$ cat src/rtl/ifu_pkg.sv
// Shared types for the instruction fetch unit: fetch FSM states, queue entry
// layout and the default boot PC.
package ifu_pkg;

    localparam logic [31:0] DEFAULT_RESET_PC = 32'h0000_3000;

    typedef enum logic [1:0] {
        IDLE = 2'd0,
        WAIT = 2'd1,
        DROP = 2'd2
    } fetch_state_t;

    typedef struct packed {
        logic [31:0] pc;
        logic [31:0] ins;
    } queue_entry_t;

    function automatic logic [31:0] word_align(input logic [31:0] addr);
        return {addr[31:2], 2'b00};
    endfunction

endpackage

$ cat src/rtl/ifu_queue_fetch_fifo.sv
// Circular buffer of fetched {pc, instruction} pairs. The head is read
// combinationally so it can drive the IF/ID register in the push+1 cycle.
module fetch_fifo
    import ifu_pkg::*;
#(
    parameter int DEPTH = 4
) (
    input  logic                   clk,
    input  logic                   reset,
    input  logic                   push,
    input  queue_entry_t           push_data,
    input  logic                   pop,
    input  logic                   flush,
    output queue_entry_t           head,
    output logic [$clog2(DEPTH):0] count,
    output logic                   empty,
    output logic                   full
);

    localparam int PTR_W = $clog2(DEPTH);
    localparam int CNT_W = PTR_W + 1;

    queue_entry_t     mem [DEPTH];
    logic [PTR_W-1:0] wr_ptr_reg;
    logic [PTR_W-1:0] rd_ptr_reg;
    logic [CNT_W-1:0] count_reg;

    // Storage carries no reset; stale contents are never visible because
    // the head is only consumed while count is non-zero.
    always_ff @(posedge clk) begin
        if (push && !flush) begin
            mem[wr_ptr_reg] <= push_data;
        end
    end

    // DEPTH is a power of two, so pointer wrap-around is the natural overflow.
    always_ff @(posedge clk or negedge reset) begin
        if (!reset) begin
            wr_ptr_reg <= '0;
            rd_ptr_reg <= '0;
            count_reg  <= '0;
        end else if (flush) begin
            wr_ptr_reg <= '0;
            rd_ptr_reg <= '0;
            count_reg  <= '0;
        end else begin
            if (push) begin
                wr_ptr_reg <= wr_ptr_reg + PTR_W'(1);
            end
            if (pop) begin
                rd_ptr_reg <= rd_ptr_reg + PTR_W'(1);
            end
            count_reg <= count_reg + CNT_W'(push) - CNT_W'(pop);
        end
    end

    assign head  = mem[rd_ptr_reg];
    assign count = count_reg;
    assign empty = (count_reg == '0);
    assign full  = (count_reg == CNT_W'(DEPTH));

endmodule

$ cat src/rtl/ifu_queue.sv
// Instruction fetch unit: owns the fetch PC, keeps one request outstanding to
// the instruction memory and buffers responses ahead of the IF/ID register.
module ifu_queue
    import ifu_pkg::*;
#(
    parameter logic [31:0] RESET_PC = DEFAULT_RESET_PC,
    parameter int          DEPTH    = 4
) (
    input  logic                   clk,
    input  logic                   reset,
    input  logic                   redirect_valid,
    input  logic [31:0]            redirect_pc,
    output logic                   imem_req,
    output logic [31:0]            imem_addr,
    input  logic                   imem_ready,
    input  logic                   imem_rvalid,
    input  logic [31:0]            imem_rdata,
    output logic                   out_valid,
    input  logic                   out_ready,
    output logic [31:0]            out_ins,
    output logic [31:0]            out_pc,
    output logic [31:0]            out_pc8,
    output logic [$clog2(DEPTH):0] occupancy
);

    fetch_state_t state_reg;
    fetch_state_t state_next;
    logic [31:0]  fpc_reg;
    logic [31:0]  fpc_next;
    logic [31:0]  req_pc_reg;

    logic         accept;
    logic         push;
    logic         pop;
    logic         fifo_full;
    logic         fifo_empty;
    queue_entry_t push_data;
    queue_entry_t head;

    // Only one request is ever in flight and it is issued only when a slot is
    // free, so its response always fits: that is the whole credit scheme.
    assign imem_req  = reset && (state_reg == IDLE) && !redirect_valid && !fifo_full;
    assign imem_addr = fpc_reg;
    assign accept    = imem_req && imem_ready;

    // A redirect kills the response and any consumer handshake in its cycle.
    assign push      = (state_reg == WAIT) && imem_rvalid && !redirect_valid;
    assign pop       = out_valid && out_ready && !redirect_valid;
    assign push_data = '{pc: req_pc_reg, ins: imem_rdata};

    always_comb begin
        state_next = state_reg;
        unique case (state_reg)
            IDLE: begin
                if (accept) begin
                    state_next = WAIT;
                end
            end
            WAIT: begin
                if (imem_rvalid) begin
                    state_next = IDLE;
                end else if (redirect_valid) begin
                    state_next = DROP;
                end
            end
            DROP: begin
                if (imem_rvalid) begin
                    state_next = IDLE;
                end
            end
            default: state_next = IDLE;
        endcase
    end

    always_comb begin
        fpc_next = fpc_reg;
        if (redirect_valid) begin
            fpc_next = word_align(redirect_pc);
        end else if (accept) begin
            fpc_next = fpc_reg + 32'd4;
        end
    end

    always_ff @(posedge clk or negedge reset) begin
        if (!reset) begin
            state_reg  <= IDLE;
            fpc_reg    <= RESET_PC;
            req_pc_reg <= '0;
        end else begin
            state_reg <= state_next;
            fpc_reg   <= fpc_next;
            if (accept) begin
                req_pc_reg <= fpc_reg;
            end
        end
    end

    fetch_fifo #(
        .DEPTH (DEPTH)
    ) u_fifo (
        .clk       (clk),
        .reset     (reset),
        .push      (push),
        .push_data (push_data),
        .pop       (pop),
        .flush     (redirect_valid),
        .head      (head),
        .count     (occupancy),
        .empty     (fifo_empty),
        .full      (fifo_full)
    );

    // Head fields read as zero when empty so the uninitialised storage never leaks.
    assign out_valid = !fifo_empty;
    assign out_pc    = out_valid ? head.pc  : 32'd0;
    assign out_ins   = out_valid ? head.ins : 32'd0;
    assign out_pc8   = out_pc + 32'd8;

endmodule

$ cat config.mk
export PLATFORM = sky130hd
export DESIGN_NAME = ifu_queue
export DESIGN_NICKNAME = d
export VERILOG_FILES = /design/src/rtl/ifu_pkg.sv /design/src/rtl/ifu_queue_fetch_fifo.sv /design/src/rtl/ifu_queue.sv
export SDC_FILE = /design/constraint.sdc
export NUM_CORES = 1
export LEC_CHECK = 0
export CAP_MARGIN = 20
export CORE_AREA = 2 2 202 204
export DETAILED_ROUTE_END_ITERATION = 12
export DIE_AREA = 0 0 204 206
export MAX_ROUTING_LAYER = met4
export SYNTH_ARGS = -nofsm -noshare
export SYNTH_HDL_FRONTEND = slang
export SYNTH_SLANG_ARGS = --single-unit
$ cat constraint.sdc
create_clock -name clk -period 4.8 [get_ports clk]
set_input_delay 0.96 -clock clk [delete_from_list [all_inputs] [get_ports clk]]
set_output_delay 0.96 -clock clk [all_outputs]
set_load 0.01 [all_outputs]
**After elaboration in Yosys (flattened, before gate mapping)**

Memory sizes are Yosys's and may differ from the RTL's.
Index checks and enable logic that the tools add are counted.

- Register bits: 73
- Bits in writable memories: 256
- Input bits: 70
- Output and inout bits: 133
- Word-level logic and storage cells: 53
- Memories kept: 1

- $add $sub $neg: 6
- Equal/unequal tests: 6
- Multiplexer cells: 16
- Reductions and logical operators: 18

Memories:

| memory | depth | width | read ports | clocked after memory_dff | write ports | RTL line | RTL |
|---|---|---|---|---|---|---|---|
| u_fifo.mem | 4 | 64 | 1 | 0 | 1 | ifu_queue_fetch_fifo.sv:23 | `queue_entry_t mem [DEPTH];` |

Operators with widths:

| operator | number |
|---|---|
| 32-bit 2-to-1 mux | 4 |
| 32-bit by 3-bit adder with 32-bit output, second input constant | 1 |
| 32-bit by 4-bit adder with 32-bit output, second input constant | 1 |
| 2-bit 2-to-1 mux | 8 |
| 1-bit logical AND | 9 |
| 2-bit case mux with 3 select lines | 1 |
| 2-bit nonzero test | 3 |
| 2-bit by 1-bit adder with 2-bit output, second input constant | 2 |
| 2-bit inequality test, second input constant | 2 |
| 3-bit by 1-bit adder with 3-bit output | 1 |
| 3-bit equality test, second input constant | 1 |
| 1-bit zero test | 3 |
| 3-bit zero test | 1 |
| 3-bit 2-to-1 mux | 1 |
| 3-bit inequality test, second input constant | 1 |
| 3-bit AND reduction | 1 |
| 3-bit by 1-bit subtractor with 3-bit output | 1 |
| 2-bit by 1-bit equality test with 1-bit output, second input constant | 1 |
| 2-bit equality test, second input constant | 1 |
| 2-bit zero test | 1 |
| 1-bit 2-to-1 mux | 2 |

**Longest topological paths before layout**

Gate-level depths: netlist of the first run.

- Depth in word-level cells: 7
- Mapped depth: 14
- Mapped depth without buffers: 11

**Modules after synthesis**

A second synthesis of the first run with hierarchy kept.

- Cell total of the unflattened synthesis: 889
- Area, all modules: 13820.8 um^2

By module, submodules not included:

| module | times used | cells each | area each (um^2) | sequential area each (um^2) |
|---|---|---|---|---|
| fetch_fifo | 1 | 374 | 9700.6 | 7862.5 |
| ifu_queue | 1 | 515 | 4120.2 | 1554.0 |

**Worst setup path before layout of the first run**

Ideal clock, no wire load.

- Path type: reg-to-output
- From: register u_fifo.count_reg[1], in the netlist u_fifo.count[1]
- To: output port out_pc8[25]
- Data arrival time: 3.207 ns
- Data required time: 3.840 ns
- Path slack: 0.633 ns
- Stages on the path, launching flop included: 13
- Path buffers: 3
- Cell sequence: dfrtp_1 > nor3_1 > inv_1 > clkbuf_1 > clkbuf_1 > clkbuf_1 > and2_1 > ha_1 > and3_1 > o211ai_2 > nor4_1 > nand4_1 > xnor2_1

- Longest elaborated chain between the ends: 3

RTL lines:

| item | RTL line | RTL |
|---|---|---|
| from (decl) | ifu_queue_fetch_fifo.sv:26 | `logic [CNT_W-1:0] count_reg;` |
| from (signal assigned) | ifu_queue_fetch_fifo.sv:53 | `count_reg <= count_reg + CNT_W'(push) - CNT_W'(pop);` |
| 3-bit zero test | ifu_queue_fetch_fifo.sv:59 | `assign empty = (count_reg == '0);` |
| 32-bit 2-to-1 mux | ifu_queue.sv:115 | `assign out_pc = out_valid ? head.pc : 32'd0;` |
| via out_pc[4] | ifu_queue.sv:21 | `output logic [31:0] out_pc,` |
| 32-bit by 4-bit adder with 32-bit output | ifu_queue.sv:117 | `assign out_pc8 = out_pc + 32'd8;` |
| to (decl) | ifu_queue.sv:22 | `output logic [31:0] out_pc8,` |

The timed path passes the listed nets, and every way through them passes these cells.

**Final worst setup path of the first run**

- From: register u_fifo.rd_ptr_reg[0]
- To: output port out_pc8[26]

- Longest elaborated chain between the ends: 3

RTL lines:

| item | RTL line | RTL |
|---|---|---|
| from (decl) | ifu_queue_fetch_fifo.sv:25 | `logic [PTR_W-1:0] rd_ptr_reg;` |
| from (signal assigned) | ifu_queue_fetch_fifo.sv:51 | `rd_ptr_reg <= rd_ptr_reg + PTR_W'(1);` |
| memory read 4 x 64 bit | -- |  |
| 32-bit 2-to-1 mux | ifu_queue.sv:115 |  |
| 32-bit by 4-bit adder with 32-bit output | ifu_queue.sv:117 |  |

Every way passes these cells.

==> reports/metrics.yaml, run 1 <==
status:
  outcome: "completed"
power:
  vdd.ir_drop.worst_v: 0.000215
  sequentialPowerShare: 0.411
  p_sw_frac: 0.296
  combinationalPowerShare: 0.296
  clock_power_share: 0.293
  power_per_cell_area_nw_per_um2: 490
  total_switching_power_mw: 2.55
  internal-power_mw: 6.08
  power_leakage_nw: 6.12
floorplan:
  initial_core_util: 0.344
  io-pin-count: 203
  die_y_um: 206
  die_width_um: 204
  floorplan.core_area_um2: 40200
  number_of_rows_created_at_floorplan: 74
  die_area_um2: 42000
final_layout:
  finish.instance_area_um2: 17600
  num-nets-final: 1246
  layout-area-overhead-vs-synth_pct: 27.5
  diodes: 0
  fillers: 3656
  largest_register_ffs: 248
  drive_gt1_frac: 0.122
detailed_routing:
  vias_per_cell: 5.01
  residual_drc: 0
  drt_first_pass_iters: 4
  drt_wl_total_mm: 33.8
  detail_route.iter0.violations: 611
  route.antenna.remaining_nets: 0
  vias: 8642
  per_cell_routed_wire_length_um: 19.6
critical_path:
  timing.critical_path.to_type: "primary output"
  crit_chain: "buf_4 > mux4_1 > nand4_1 > or3b_2 > nor4_2 > xor2_1 > clkdlybuf4s50_1"
  slowest_stage: "clkdlybuf4s50_1"
  cp_max_fo: 10
  worst-path-buf-inv: 2
  timing.setup.critical_path_class: "reg2out"
  path_delay_family: "simple AND/OR/NAND/NOR gates"
  timing.critical_path.slowest_cell_delay_ns: 0.61
  worst-endpoint-required_ns: 3.84
  worstSetupStartpointType: "register"
  worstPathArrival_ns: 3.74
clock_tree:
  hold_buffers: 0
  numCtsBuffers: 36
  clk_pin_slew_ns: 0.06
  clock_latency_ns: 0.51
  cts_max_level: 2
  max-clock-path-buffers: 3
  cts.sinks: 317
  tritoncts: "done"
  cts.root.buffer_cell: "clkbuf_16"
synthesis:
  netlist_instances: 959
  yosys.area_share.simple: 0.123
  synth_xor_area_frac: 0.0234
  edff_count_synth: 248
  ys_warn_count: 0
  post_synth.cell_area_avg_um2: 14.4
  syn-cell-area_um2: 13800
  synthMuxAreaShare: 0.108
  synth_cell_type_count: 57
  yosys_most_used_dff: "edfxtp_1"
  synth.yosys.seq_area_share: 0.663
  synth_top_family_by_area: "simple AND/OR/NAND/NOR gates"
  ys_async_sr_fraction: 0.218
  synth_adder_area_share: 0.00868
  synth.ff_latch_count: 317
  synth-compound-area-share: 0.0460
worst_hold_path:
  min-delay-path-class: "in2async"
global_route:
  grt_pass1_vias: 8659
  grt_pass1_wl_mm: 50.7
  antenna_found_initial: 0
  globalRouteTotalUtil: 0.164
  grt_start_max_net_pins: 75
  gr-total-overflow: 0
timing:
  maxSlewViolCount: 0
  worstMarginPinSlew_ns: 0.911
  finalCritPeriodShare: 0.980
  worst_clock_skew_on_the_final_layout_ns: 0.0107
  fmaxAchievable_mhz: 213
  final.hold.worst_slack_ns: 0.515
  finalSetupViolCount: 0
  final_period_minus_worst_setup_slack_ns: 4.70
  report.final.hold_viol_count: 0
  slew_headroom: 0.384
placement:
  placed_area_um2: 16400
  numPortBuffers: 194
  hpwl_mm: 22.4
  gp_routability_congestion: 0.839
flow_run:
  max_cap_violations: 0
[power by group through the flow]
stage          clock [mW]  sequential, mW  combinational (mW)
4_1_cts              2.61            3.54                2.56
6_report             2.53            3.55                2.55
5_1_grt              2.71            3.58                2.76
3_5_place_dp            0            3.59                2.55
3_3_place_gp            0            3.57                2.54
2_1_floorplan           0            3.48                1.32
[cell families (layout without fill, tap and decap cells)]
group           Yosys count  in the layout
compound gates           96             96
xor+xnor                 37             37
fa+ha+maj                 9              9
buf+inv                  77            306
flops                   317            317
mux                      70             70
other cells               1              6
simple gates            352            352
[layout by cell type, fill, tap and decap left out, drive strengths merged, types with 6 or more instances in the layout]
master / Yosys / final
mux2i: 9 / 9
o21ai: 40 / 40
nor3: 9 / 9
a21oi: 10 / 10
dfrtp: 67 / 67
ha: 8 / 8
o211ai: 10 / 10
xnor2: 24 / 24
o311ai: 12 / 12
nand2: 164 / 164
and3: 9 / 9
mux4: 59 / 59
buf: 29 / 26
nor2b: 7 / 7
clkdlybuf4s50: 0 / 193
nand4: 10 / 10
nand3: 31 / 31
nor2: 34 / 34
clkbuf: 26 / 53
xor2: 13 / 13
edfxtp: 248 / 248
conb: 1 / 6
and2: 60 / 60
nor4: 11 / 11
clkinv: 0 / 9
inv: 22 / 22
[through the flow]
| stage | setup WS [ns] | power [mW] | setup TNS (ns) | std cells | util |
|---|---|---|---|---|---|
| after floorplan | 0.633 | 4.81 | 0 | 964 | - |
| after global placement | 0.303 | 6.11 | 0 | 1657 | 0.409 |
| after detailed placement | 0.223 | 6.13 | 0 | 1657 | 0.409 |
| after CTS | 0.0210 | 8.70 | 0 | 1721 | 0.437 |
| after global routing | -0.00230 | 9.06 | -0.00230 | 1725 | 0.439 |
| final | 0.0983 | 8.63 | 0 | 1725 | 0.439 |
[cell usage after synthesis, types with 11 or more instances]
cell | n | share of area
mux4_2 | 44 | 0.072
mux4_1 | 15 | 0.028
edfxtp_1 | 248 | 0.54
xor2_1 | 13 | 0.0082
o21ai_0 | 39 | 0.014
and2_1 | 58 | 0.026
nand2_1 | 164 | 0.045
inv_1 | 22 | 0.0060
nor2_1 | 34 | 0.0092
clkbuf_1 | 26 | 0.0071
dfrtp_1 | 67 | 0.12
nand3_1 | 31 | 0.011
xnor2_1 | 24 | 0.015
buf_2 | 11 | 0.0040
o311ai_0 | 12 | 0.0076
[layer usage]
metal  track usage  up-vias  part of all wire
li1              -     4016                 -
met1         0.227     4259              0.46
met2         0.246      305              0.45
met3        0.0266       62             0.054
met4        0.0543        0             0.030
met5             -        -                 0
[timing repair]
action | CTS | global route
buffers inserted | 0 | 2
pin swaps | 0 | 3
setup endpoints to repair | 8 | 10
gates cloned | 0 | 1
gates resized for setup | 7 | 8
[final cells by class]
class | count | area (um^2) | share of cell area
clock buffer | 52 | 1000 | 0.0568
clock inverter | 12 | 86.3 | 0.00490
inverter | 22 | 82.6 | 0.00468
multi-input combinational | 570 | 4370 | 0.248
sequential | 317 | 9180 | 0.521
tap | 532 | 666 | 0.0378
timing repair buffer | 220 | 2240 | 0.127
[worst paths after layout]
kind,slack (ns),to,cells after the start,startpoint
max,0.1,out_pc8[26],7,u_fifo.rd_ptr_reg[0]
min,0.52,imem_addr[20],2,reset
max reg2reg,2.27,u_fifo.mem[3][17],3,state_reg[1]
min reg2reg,0.52,u_fifo.mem[2][56],0,req_pc_reg[24]
max in group asynchronous,3.28,u_fifo.rd_ptr_reg[1],3,reset
min in group clk,0.52,u_fifo.mem[2][56],0,req_pc_reg[24]
Note: power is estimated with default switching activity, not from simulation.
==> run 2: changes to the inputs <==
--- a/config.mk
+++ b/config.mk
@@ -6,10 +6,9 @@
 export NUM_CORES = 1
 export LEC_CHECK = 0
 export CAP_MARGIN = 20
-export CORE_AREA = 2 2 202 204
+export CORE_AREA = 2 2 218 220
 export DETAILED_ROUTE_END_ITERATION = 12
-export DIE_AREA = 0 0 204 206
-export MAX_ROUTING_LAYER = met4
+export DIE_AREA = 0 0 220 222
 export SYNTH_ARGS = -nofsm -noshare
 export SYNTH_HDL_FRONTEND = slang
 export SYNTH_SLANG_ARGS = --single-unit
==> reports/metrics.yaml, run 2 (synthesis results as in run 1) <==
placement:
  numPortBuffers: 194  # unchanged
  placedCellCount: 1738  # +4.9%
  placed_area_um2: 16500  # +0.62%
  gp_routability_congestion: 0.810  # -3.4%
  hpwl_mm: 24.2  # +8.0%
  detailedPlace.worstSlack_ns: 0.425  # +0.202 ns
clock_tree:
  tritoncts: "done"
  clk_pin_slew_ns: 0.06  # about the same
  cts.sinks: 317  # unchanged
  cts_max_level: 2  # unchanged
  hold_buffers: 0  # unchanged
  clock_latency_ns: 0.52  # about the same
  cts.root.buffer_cell: "clkbuf_16"
  numCtsBuffers: 37  # +2.8%
  max-clock-path-buffers: 3  # unchanged
timing:
  maxSlewViolCount: 0  # unchanged
  final_period_minus_worst_setup_slack_ns: 4.70  # -0.00567 ns
  worst_clock_skew_on_the_final_layout_ns: 0.0121  # +0.00141 ns
  tns_ns: 0  # unchanged
  slew_headroom: 0.263  # -0.121
  rsz0062_at_grt: "true"
  final.hold.worst_slack_ns: 0.259  # -0.256 ns
  finalSetupViolCount: 0  # unchanged
  worstMarginPinSlew_ns: 1.10  # +0.190 ns
  worst_slack_ns: 0.104  # +0.00567 ns
  fmaxAchievable_mhz: 213  # +0.12%
  report.final.hold_viol_count: 0  # unchanged
  finalCritPeriodShare: 0.978  # -0.00118
final_layout:
  mostFrequentLayoutCell: "edfxtp_1"
  post_layout_nonfiller_instances: 1805  # +4.6%
  layout.core_utilization: 0.386  # -0.0530
  diodes: 0  # unchanged
  layout-area-overhead-vs-synth_pct: 29.0
  largest_register_ffs: 248  # unchanged
  highest_count_cells_in_the_layout_ignoring_fill_and_taps: "edfxtp_1 (248), clkdlybuf4s50_1 (192), nand2_1 (164)"
  num-nets-final: 1251  # +0.40%
  drive_gt1_frac: 0.128  # +0.00617
  finish.instance_area_um2: 17800  # +1.2%
critical_path:
  reg2regPathDepth: 5  # +2
  timing.critical_path.slowest_cell_delay_ns: 0.56  # -0.05 ns
  crit_path_end: "out_pc8[25]"
  slowest_stage: "dfrtp_4"
  worstReg2RegStart: "u_fifo.count[1]"
  timing.rr.end: "imem_addr[15]"
  crit_chain: "buf_4 > mux4_2 > and4_1 > nand2_1 > nor4_2 > nand4_1 > xnor2_1 > clkdlybuf4s50_1"
  worstPathArrival_ns: 3.74  # about the same
  setup.reg_to_reg.worst_slack_ns: 1.86  # -0.41 ns
  crit_startpoint: "u_fifo.rd_ptr_reg[0]"
  worstSetupStartpointType: "register"
  worst-endpoint-required_ns: 3.84  # about the same
  timing.critical_path.to_type: "primary output"
  cp_max_fo: 11  # +1
  timing.setup.critical_path_class: "reg2out"
power:
  sequentialPowerShare: 0.396  # -0.015
  internal-power_mw: 6.32  # +4.0%
  total_switching_power_mw: 2.65  # +3.8%
  power_leakage_nw: 6.21  # +1.5%
  power_per_cell_area_nw_per_um2: 503  # +2.7%
  vdd.ir_drop.worst_v: 0.000235  # +9.7%
  power.total_mw: 8.97  # +4.0%
  combinationalPowerShare: 0.290  # -0.006
  p_sw_frac: 0.295  # -0.000441
  clock_power_share: 0.314  # +0.021
detailed_routing:
  vias_per_cell: 4.83  # -3.7%
  drt_wl_total_mm: 35.7  # +5.5%
  route.antenna.remaining_nets: 0  # unchanged
  vias: 8710  # +0.79%
  residual_drc: 0  # unchanged
  detail_route.iter0.violations: 618  # +1.1%
  per_cell_routed_wire_length_um: 19.8  # +0.85%
  drt_first_pass_iters: 5  # +1
floorplan:
  initial_core_util: 0.299  # -0.0452
  die_area_um2: 48800  # +16%
  die_y_um: 222  # +7.8%
  floorplan.core_area_um2: 46300  # +15%
  die_width_um: 220  # +7.8%
  number_of_rows_created_at_floorplan: 79  # +6.8%
  io-pin-count: 203  # unchanged
global_route:
  gr-total-overflow: 0  # unchanged
  grt_start_max_net_pins: 69  # -8.0%
  grt_pass1_wl_mm: 53.9  # +6.2%
  grt_pass1_vias: 8949  # +3.3%
  globalRouteTotalUtil: 0.146  # -0.0180
  antenna_found_initial: 0  # unchanged
flow_run:
  max_cap_violations: 0  # unchanged
worst_hold_path:
  min-delay-path-class: "in2async"
status:
  outcome: "completed"
==> run 2: cell count changes in the layout (fill, tap and decap cells not counted), moves of 2 or more <==
cell	previous run	this run
clkbuf_1	13	8
inv_6	0	2
bufinv_16	1	5
clkinv_2	6	2
clkinvlp_4	2	4
buf_12	5	1
buf_4	18	26
nor4_2	3	5
clkinv_1	3	5
==> run 2: repair_timing <==
item,4_1_cts,5_1_grt
buffers inserted,0,1
endpoints found under the setup margin,4,10
gates resized for setup,3,7
gates cloned,1,0
pin swaps,0,1
==> run 2: worst max-delay path, delay by kind of cell, from the launching register on <==
| family | cells | cell delay [ns] |
|---|---|---|
| multiplexers | 1 | 0.43 |
| AND/OR/NAND/NOR | 4 | 1.22 |
| flip-flops | 1 | 0.56 |
| XOR/XNOR | 1 | 0.23 |
| buffers and inverters | 2 | 0.79 |
==> run 2: power groups by stage <==
stage / clock network, mW / logic, mW / registers (mW)
floorplan: 0 / 1.32 / 3.48
detailed placement: 0 / 2.60 / 3.60
global placement: 0 / 2.58 / 3.58
CTS: 2.89 / 2.63 / 3.56
finish: 2.82 / 2.60 / 3.56
global route: 2.99 / 2.81 / 3.59
==> run 2: layout make-up <==
cell class                 instances  area, um^2
fill                            4352       28400
sequential                       317        9180
clock buffer                      47         995
timing repair buffer             224        2230
multi-input combinational        570        4370
clock inverter                    18         226
tap                              607         759
inverter                          22        82.6
==> run 2: worst min-delay path by stage <==
| stage | cells after the start | endpoint | startpoint |
|---|---|---|---|
| finish | 1 | imem_addr[22] | reset |
| global route | 1 | imem_addr[22] | reset |
| CTS | 1 | imem_addr[22] | reset |
| detailed placement | 0 | u_fifo.mem[3][38] | req_pc_reg[6] |
| global placement | 0 | u_fifo.mem[0][55] | req_pc_reg[23] |
| floorplan | 0 | u_fifo.mem[0][34] | req_pc_reg[2] |
==> run 2: routing by layer <==
metal / share of wire / wire length (um) / GRT usage / vias to the layer above
li1: - / - / - / 4044
met1: 0.46 / 16400 / 0.208 / 4317
met2: 0.45 / 16100 / 0.222 / 288
met3: 0.059 / 2120 / 0.0262 / 61
met4: 0.030 / 1060 / 0.0509 / 0
met5: 0 / 0 / 0 / -
==> run 3: changes to the inputs <==
--- a/config.mk
+++ b/config.mk
@@ -11,4 +11,5 @@
 export DIE_AREA = 0 0 220 222
 export SYNTH_ARGS = -nofsm -noshare
 export SYNTH_HDL_FRONTEND = slang
+export SYNTH_HIERARCHICAL = 1
 export SYNTH_SLANG_ARGS = --single-unit
==> reports/metrics.yaml, run 3 <==
status:
  outcome: "completed"
critical_path:
  worstReg2RegStart: "u_fifo/count[1]"
  timing.critical_path.to_type: "primary output"
  worst-endpoint-required_ns: 3.84  # about the same
  worstSetupStartpointType: "register"
  worstPathArrival_ns: 3.64  # -0.10 ns
  crit_startpoint: "u_fifo/rd_ptr_reg[0]"
  cp_max_fo: 8  # -3
  timing.setup.critical_path_class: "reg2out"
final_layout:
  fillers: 4383  # +0.71%
  drive_gt1_frac: 0.145  # +0.0177
  num-nets-final: 1189  # -5.0%
  diodes: 0  # unchanged
  finish.instance_area_um2: 17700  # -0.87%
  layout-area-overhead-vs-synth_pct: 28.0
  highest_count_cells_in_the_layout_ignoring_fill_and_taps: "edfxtp_1 (256), clkdlybuf4s50_1 (194), nand2_1 (127)"
  post_layout_nonfiller_instances: 1742  # -3.5%
  mostFrequentLayoutCell: "edfxtp_1"
  largest_register_ffs: 256  # +3.2%
synthesis:
  synth.most_common_cell: "edfxtp_1"
  synth.ff_latch_count: 325  # +2.5%
  netlist_instances: 889  # -7.3%
  ys_warn_count: 6  # +6
  synth_cell_type_count: 57  # unchanged
  edff_count_synth: 256  # +3.2%
  ys_async_sr_fraction: 0.212  # -0.00536
  netlist.area_leader.share: 0.556  # +0.0178
  post_synth.cell_area_avg_um2: 15.5  # +7.8%
  yosys_most_used_dff: "edfxtp_1"
  synth_common_cells: "edfxtp_1 (256), nand2_1 (127), dfrtp_1 (67)"
  synth_top_area_cell: "edfxtp_1"
  synth.area.top_cells: "edfxtp_1 (56%), dfrtp_1 (12%), mux4_2 (10%), nand2_1 (3.4%), nor2b_1 (2.9%)"
  synth.yosys.seq_area_share: 0.681  # +0.0179
  syn-cell-area_um2: 13800  # about the same
worst_hold_path:
  min-delay-path-class: "in2async"
global_route:
  grt_pass1_vias: 8519  # -4.8%
  gr-usage-met1: 0.181  # -0.0269
  antenna_found_initial: 0  # unchanged
  grt_start_max_net_pins: 65  # -5.8%
  gr-max-usage-layer: "met2"
  grt_pass1_wl_mm: 50.4  # -6.6%
  gr-usage-met2: 0.225  # +0.00294
  globalRouteTotalUtil: 0.135  # -0.0108
  groute.layer.met3.usage: 0.0247  # -0.00151
  gr-total-overflow: 0  # unchanged
timing:
  finalCritPeriodShare: 0.959  # -0.0193
  report.final.hold_viol_count: 0  # unchanged
  fmaxAchievable_mhz: 217  # +2.0%
  worst_slack_ns: 0.197  # +0.0926 ns
  final_period_minus_worst_setup_slack_ns: 4.60  # -0.0926 ns
  finalSetupViolCount: 0  # unchanged
  maxSlewViolCount: 0  # unchanged
  worst_clock_skew_on_the_final_layout_ns: 0.0263  # +0.0142 ns
  slew_headroom: 0.595  # +0.332
  worstMarginPinSlew_ns: 0.608  # -0.494 ns
detailed_routing:
  route.antenna.remaining_nets: 0  # unchanged
  drt_first_pass_iters: 4  # -1
  detail_route.iter0.violations: 393  # -36%
  per_cell_routed_wire_length_um: 18.7  # -5.1%
  vias_per_cell: 4.70  # -2.5%
  drt_wl_total_mm: 32.7  # -8.4%
  residual_drc: 0  # unchanged
  vias: 8194  # -5.9%
placement:
  gp_routability_congestion: 0.803  # -0.94%
  placedCellCount: 1672  # -3.8%
  placed_area_um2: 16500  # unchanged
  numPortBuffers: 198  # +2.1%
  hpwl_mm: 21.7  # -10%
  detailedPlace.worstSlack_ns: 0.162  # -0.263 ns
clock_tree:
  cts_max_level: 2  # unchanged
  clock_latency_ns: 0.52  # about the same
  hold_buffers: 0  # unchanged
  cts.sinks: 325  # +2.5%
  numCtsBuffers: 36  # -2.7%
  cts.root.buffer_cell: "clkbuf_16"
  clk_pin_slew_ns: 0.06  # about the same
  max-clock-path-buffers: 3  # unchanged
  tritoncts: "done"
floorplan:
  initial_core_util: 0.299  # about the same
  floorplan.core_area_um2: 46300  # unchanged
  die_width_um: 220  # unchanged
  die_area_um2: 48800  # unchanged
  die_y_um: 222  # unchanged
  io-pin-count: 203  # unchanged
  number_of_rows_created_at_floorplan: 79  # unchanged
flow_run:
  max_cap_violations: 0  # unchanged
power:
  clock_power_share: 0.304  # -0.010
  internal-power_mw: 5.92  # -6.3%
  power_leakage_nw: 6.09  # -1.9%
  combinationalPowerShare: 0.261  # -0.029
  total_switching_power_mw: 2.35  # -11%
  power_per_cell_area_nw_per_um2: 468  # -7.0%
  p_sw_frac: 0.284  # -0.0114
  power.total_mw: 8.27  # -7.8%
  vdd.ir_drop.worst_v: 0.000215  # -8.7%
  sequentialPowerShare: 0.434  # +0.038
-- run 3: cell types whose count changed after synthesis, moves of 15 or more --
cell     change
nand2_1     -37
mux4_2      +20
mux4_1      -15
nor2b_1     +56
and2_1      -49
o21ai_0     -17
-- run 3: cell families (layout without fill, tap and decap cells) --
group	count (synthesis)	in the layout	share of synthesized area
muxes	67	67	0.106
adders and majority gates	9	9	0.00869
DFF	325	325	0.681
and+or+nand+nor	324	324	0.124
buffers and inverters	65	302	0.0262
xor gates and xnor gates	33	33	0.0219
AOI/OAI and AO/OA	65	65	0.0309
other	1	10	0.000271
-- run 3: layout make-up --
| cell class | count | area (um^2) | share of cell area |
|---|---|---|---|
| Timing Repair Buffer | 226 | 2270 | 0.128 |
| Sequential cell | 325 | 9420 | 0.533 |
| Multi-Input combinational cell | 508 | 4110 | 0.232 |
| Clock buffer | 47 | 962 | 0.0544 |
| Tap cell | 607 | 759 | 0.0429 |
| Clock inverter | 16 | 119 | 0.00672 |
| Inverter | 13 | 48.8 | 0.00276 |
-- run 3: metrics by stage --
| stage | setup TNS (ns) | utilization | hold slack [ns] |
|---|---|---|---|
| floorplan | 0 | - | 0.476 |
| global placement | 0 | 0.357 | 0.494 |
| detailed placement | 0 | 0.357 | 0.512 |
| CTS | 0 | 0.381 | 0.356 |
| global route | -0.00417 | 0.382 | 0.374 |
| finish | 0 | 0.382 | 0.366 |
-- run 3: final timing paths --
| kind | cells past startpoint | slack [ns] | endpoint |
|---|---|---|---|
| max | 9 | 0.20 | out_pc8[25] |
| min | 1 | 0.37 | imem_addr[20] |
| max reg2reg | 11 | 1.94 | u_fifo/count[2] |
| min reg2reg | 0 | 0.52 | u_fifo/mem[1][62] |
| max in group asynchronous | 2 | 3.43 | u_fifo/rd_ptr_reg[0] |
| min in group clk | 0 | 0.52 | u_fifo/mem[1][62] |
-- run 3: worst max-delay path: stages (launching register included) --
cell and delay [ns]:
dfrtp_4 0.54, mux4_2 0.39, nor2b_2 0.17, ha_2 0.23, nand2_1 0.09, or4_4 0.59
nor4_4 0.25, buf_4 0.15, xor2_1 0.15, clkdlybuf4s50_1 0.56
-- run 3: power groups by stage --
stage | Clock (mW) | Combinational, mW | Sequential (mW)
after floorplan | 0 | 1.06 | 3.55
after global placement | 0 | 2.18 | 3.63
after detailed placement | 0 | 2.19 | 3.65
after CTS | 2.60 | 2.20 | 3.60
after global routing | 2.70 | 2.36 | 3.64
final | 2.52 | 2.16 | 3.59
-- run 3: metal layers --
| metal | part of all wire | vias to the layer above |
|---|---|---|
| li1 | - | 3794 |
| met1 | 0.44 | 4138 |
| met2 | 0.49 | 221 |
| met3 | 0.049 | 41 |
| met4 | 0.018 | 0 |
| met5 | 0 | - |
-- run 3: what timing repair did --
item,4_1_cts,5_1_grt
setup buffers,4,3
setup endpoints to repair,9,13
pin swaps,4,3
resized for setup,5,12
